<file path="src/rtl/conv2x2_window_gen.sv">
// conv2x2_window_gen
//
// Turns a raster-order 8-bit pixel stream into every 2x2 sliding window
// (stride 1, no padding) of an IMG_W x IMG_H frame. One image row plus one
// pixel is held in a shift-register line buffer. Each window leaves through
// a single 32-bit output register with a valid/ready handshake.
//
// Ports:
//   clk          rising-edge clock
//   rst_n        asynchronous active-low reset
//   pix_in       pixel data (unsigned, 8 bits)
//   pix_valid    pixel present on pix_in
//   pix_ready    stage can accept a pixel this cycle (combinational)
//   frame_start  synchronous restart of the row/col position counters
//   win_out      packed window: [7:0] TL, [15:8] TR, [23:16] BL, [31:24] BR
//   win_valid    win_out holds an unconsumed window
//   win_ready    downstream accepts win_out this cycle
//   frame_done   one-cycle pulse after the last pixel of a frame is accepted

module conv2x2_window_gen #(
    parameter int IMG_W = 8,
    parameter int IMG_H = 8
) (
    input  logic        clk,
    input  logic        rst_n,
    input  logic [7:0]  pix_in,
    input  logic        pix_valid,
    output logic        pix_ready,
    input  logic        frame_start,
    output logic [31:0] win_out,
    output logic        win_valid,
    input  logic        win_ready,
    output logic        frame_done
);

    localparam int CW = 6;
    localparam logic [CW-1:0] COL_LAST = CW'(IMG_W - 1);
    localparam logic [CW-1:0] ROW_LAST = CW'(IMG_H - 1);

    logic [7:0]    sr [0:IMG_W];
    logic [CW-1:0] col;
    logic [CW-1:0] row;

    logic          accept;
    logic [CW-1:0] col_eff;
    logic [CW-1:0] row_eff;
    logic          at_last_col;
    logic          at_last_row;
    logic          win_load;
    logic [31:0]   win_next;

    // Backpressure is applied to every pixel, not only window-completing
    // ones, so the line buffer can never slip relative to the output.
    assign pix_ready = !win_valid || win_ready;
    assign accept    = pix_valid && pix_ready;

    // frame_start overrides the stored position before this cycle's accept
    // is applied, so a pixel accepted alongside it is (0,0).
    assign col_eff = frame_start ? '0 : col;
    assign row_eff = frame_start ? '0 : row;

    assign at_last_col = (col_eff == COL_LAST);
    assign at_last_row = (row_eff == ROW_LAST);

    // col==0 windows would straddle two rows, so they are skipped.
    assign win_load = accept && (row_eff != '0) && (col_eff != '0);

    assign win_next = {pix_in, sr[0], sr[IMG_W-1], sr[IMG_W]};

    always_ff @(posedge clk or negedge rst_n) begin
        if (!rst_n) begin
            for (int k = 0; k <= IMG_W; k++) begin
                sr[k] <= '0;
            end
        end else if (accept) begin
            sr[0] <= pix_in;
            for (int k = 1; k <= IMG_W; k++) begin
                sr[k] <= sr[k-1];
            end
        end
    end

    always_ff @(posedge clk or negedge rst_n) begin
        if (!rst_n) begin
            col <= '0;
            row <= '0;
        end else if (accept) begin
            if (at_last_col) begin
                col <= '0;
                row <= at_last_row ? '0 : row_eff + 1'b1;
            end else begin
                col <= col_eff + 1'b1;
                row <= row_eff;
            end
        end else begin
            col <= col_eff;
            row <= row_eff;
        end
    end

    always_ff @(posedge clk or negedge rst_n) begin
        if (!rst_n) begin
            frame_done <= 1'b0;
        end else begin
            frame_done <= accept && at_last_col && at_last_row;
        end
    end

    // A load in the same cycle as a consume replaces the window and keeps
    // win_valid high, giving full throughput with win_ready held high.
    always_ff @(posedge clk or negedge rst_n) begin
        if (!rst_n) begin
            win_out   <= '0;
            win_valid <= 1'b0;
        end else if (win_load) begin
            win_out   <= win_next;
            win_valid <= 1'b1;
        end else if (win_ready) begin
            win_valid <= 1'b0;
        end
    end

endmodule

</file>
<file path="config.mk">
export PLATFORM = sky130hd
export DESIGN_NAME = conv2x2_window_gen
export DESIGN_NICKNAME = d
export VERILOG_FILES = /design/src/rtl/conv2x2_window_gen.sv
export SDC_FILE = /design/constraint.sdc
export NUM_CORES = 1
export LEC_CHECK = 0
export ABC_AREA = 1
export CAP_MARGIN = 0
export CELL_PAD_IN_SITES_DETAIL_PLACEMENT = 0
export CELL_PAD_IN_SITES_GLOBAL_PLACEMENT = 1
export CORE_MARGIN = 2
export CORE_UTILIZATION = 49
export CTS_BUF_LIST = sky130_fd_sc_hd__clkbuf_2 sky130_fd_sc_hd__clkbuf_4 sky130_fd_sc_hd__clkbuf_8
export CTS_CLUSTER_SIZE = 20
export DETAILED_ROUTE_END_ITERATION = 12
export GPL_TIMING_DRIVEN = 1
export PLACE_DENSITY = 0.94
export SETUP_SLACK_MARGIN = 0.15
export SYNTH_ARGS = -nofsm -noshare
export SYNTH_HDL_FRONTEND = slang
export SYNTH_SLANG_ARGS = --single-unit
export TNS_END_PERCENT = 1
</file>
<file path="constraint.sdc">
create_clock -name clk -period 2.5 [get_ports clk]
set_input_delay 0.5 -clock clk [delete_from_list [all_inputs] [get_ports clk]]
set_output_delay 0.5 -clock clk [all_outputs]
set_load 0.01 [all_outputs]
</file>
==> key figures <==
Cells and area
  • Antenna diodes: 0
  • Post-layout util: 60.06%
  • Area delta synth->final: 20.81%
  • Fill cells: around 840
  • Design area: 5789 sq um
  • Nets@finish: about 580
  • Share of cells above drive strength 1: around a tenth

STA
  • Worst-Margin Slew: a little under 0.6 ns
  • RSZ-0062 raised after global routing: false
  • Max Clock Freq: ~460 MHz
  • Setup total negative slack: 0 ns
  • Final period util: between 80% and 90%
  • Final Critical Period: ~2.2 ns
  • # setup viols final: 0
  • Final setup margin: about 0.34 ns
  • Final clock skew: 0.01316 ns
  • Final Max Slew Viols: 0
  • Slew headroom: 61.08%
  • Final Hold Viols: 0

Global routing
  • All-layer global routing usage: 19.09%
  • Grt ovf: 0
  • Global-route wire length before repair: roughly 16000 um
  • Number of antenna violations at the first check in global routing: 0
  • Largest net degree at the start of global routing: 46
  • Vias in the first global route: 3401

CTS
  • Clock-pin transition on the worst setup and hold timing paths: 0.08 ns
  • Hold buffers post-CTS: 0
  • Clock Path Buffers: 2
  • Worst-skew pair later-pin latency: 0.42 ns
  • Root buf cell: clkbuf_8
  • Resized Gates After CTS: 0
  • CTS tree: yes
  • Number of H-tree levels: 4
  • Num Clock Sinks: roughly 120
  • CTS buffer count: 17
  • Setup repair bufs after CTS: 0

Synthesis
  • Main combinational cell family by area after synthesis: simple AND/OR/NAND/NOR gates
  • Async set or reset register ratio after synthesis: 100.0%
  • Post-Synth Simple-Gate Area: 22.45%
  • Commonest cells post-synth: 177 x nand2_1, 118 x dfrtp_1, 66 x o21ai_0
  • Netlist cell types: 22
  • Post-synthesis register bit count: 118
  • Post-synth EDFFs: 0
  • Count leader, synth: nand2_1
  • Avg Cell Area, Syn: 9.216 sq um
  • Adder-Cell Fraction of Synth Area: 0.7833%
  • Net count after synthesis: about 540
  • Synth Cell Area: ~4800 sq um
  • Cell taking the most area after synthesis: dfrtp_1
  • Cell count after synthesis: 520
  • Top cells by area, synth: dfrtp_1 62%, nand2_1 14%, o21ai_0 6.9%
  • Xor/xnor share of the synthesized area: 0.7311%
  • Warnings from Yosys: 0
  • Synth top area share: about three fifths
  • Synth Flop Type: dfrtp_1
  • Compound-gate portion of the synthesized area: under 10%
  • Post-synthesis mux area share: 0%
  • Sequential area share after synthesis: 61.62%

Worst hold path
  • Hold Crit Class: in2async

Drt
  • Routed length per placed instance: 12.76 um
  • 1st-pass router iterations: 5
  • Detail Route Antenna Nets: 0
  • Total vias in the final route: ~3.6k
  • Final WL: 9098 um
  • Iteration-0 DRC Markers: 186
  • Vias/cell: 4.985
  • Drt drc: 0

Floorplan
  • Die width: 102.9 um
  • Initial Util: 49.71%
  • Die ar.: between 10000 and 15000 sq um
  • Core area: 9639 sq um
  • Die H: 102.9 um
  • Row count: 36
  • I/O Pins: 48

Power
  • Power Total: 4.345 mW
  • IR drop worst, VDD: between 0.3 and 0.4 mV
  • Pwr Density: 750.5 nW/um^2
  • P_leak: 2.908 nW

Place
  • Detailed placement HPWL: slightly above 6000 um
  • PortBufs: 47
  • RD Place Congestion: 0.8285
  • Dpl cell area: roughly 5400 sq um
  • Post-place setup slack: 0.1141 ns

Worst setup path
  • Data arrival, critical path: 1.66 ns
  • Worst Path Required: 2.00 ns
  • Top cell family by delay on the critical path: buffers and inverters
  • Critical Path End Type: output pin
  • Critical path peak fanout: 3
  • Startpoint Class: input pin
  • Setup CP Type: in2out
  • Crit path buffers/inverters: 3
  • Crit-path max cell delay: 0.55 ns
  • Worst path slowest cell: clkdlybuf4s50_1
  • CP cell instances: clkdlybuf4s50_1, inv_1, nand2_1, clkdlybuf4s50_1
  • Most used cell along the critical path: clkdlybuf4s50_1

Run status
  • Outcome: finished clean

Job
  • Maxcap violations: 0
==> per-layer routing <==
layer,wire length [um],share of wire (%),global-route usage [%],vias to the layer above
met2,4507,50,30.17,63
met3,366,4.0,5.085,6
li1,-,-,-,1759
met1,4162,46,25.73,1726
met5,0,0,0,-
met4,61,0.67,6.680,0
==> stage by stage <==
| step | instances | hold slack (ns) |
|---|---|---|
| after floorplan | 520 | 0.2044 |
| after global placement | 681 | 0.4553 |
| after detailed placement | 681 | 0.4584 |
| after CTS | 713 | 0.07959 |
| after global routing | 713 | 0.1119 |
| final | 713 | 0.07130 |
==> cells in the final DEF, fill, tap and decap left out, types with 2 or more instances in the layout <==
cell             count
inv_1               48
inv_6                8
nand2_1            176
o21ai_0             66
nand4_1             35
nor3_1               2
buf_12               3
dfrtp_1            118
clkinvlp_4           3
xor2_1               3
inv_2                2
nor2_2               3
nor2_1              13
bufinv_16            2
a21oi_1              2
clkdlybuf4s50_1     46
buf_4                9
nand2_2              6
ha_1                 3
nand3_1              9
clkbuf_8            17
==> report_power, final <==
group	internal [mW]	switching [mW]	total, mW
registers	2.10	0.0950	2.19
logic	0.152	0.245	0.398
clock network	0.923	0.831	1.75
total	3.17	1.17	4.35
==> logic make-up after synthesis <==
family	Yosys count
buffers and inverters	80
xor gates and xnor gates	4
adders and majority gates	3
DFF	118
AOI/OAI and AO/OA	68
and+or+nand+nor	247
==> sequential cells by signal, indices dropped and copies added (netlist names) <==
signal	count
col	6
sr	72
frame_done	1
row	6
win_out	32
win_valid	1
==> worst reg2reg max path: cells and delay by family, from the launching register on <==
kind | cells | cell delay [ns]
AND/OR/NAND/NOR | 6 | 0.81
flip-flops | 1 | 0.41
adder cells (fa/ha/maj) | 1 | 0.24
buffers and inverters | 2 | 0.09
AO/OA/AOI/OAI | 1 | 0.09
==> worst paths after layout <==
path                       cells past startpoint        from         end  slack (ns)
setup / recovery                               4   win_ready   pix_ready        0.34
hold / removal                                 1       rst_n  frame_done        0.07
setup reg to reg                              10      col[1]      row[4]        0.76
hold reg to reg                                2  win_out[2]  win_out[2]        0.47
max in group asynchronous                      2       rst_n      sr[32]        1.76
min in group clk                               2  win_out[2]  win_out[2]        0.47
==> area by class of cell <==
type                            count  area (sq um)  share of cell area, %
Tap cell                          133         166.4                  2.874
Clock buffer                       18         241.5                  4.171
Timing Repair Buffer               58         588.1                  10.16
Inverter                           50         187.7                  3.242
Multi-Input combinational cell    322          1491                  25.76
Sequential cell                   118          2953                  51.00
Clock inverter                     14         161.4                  2.788
Power figures use the tool's default switching activity.
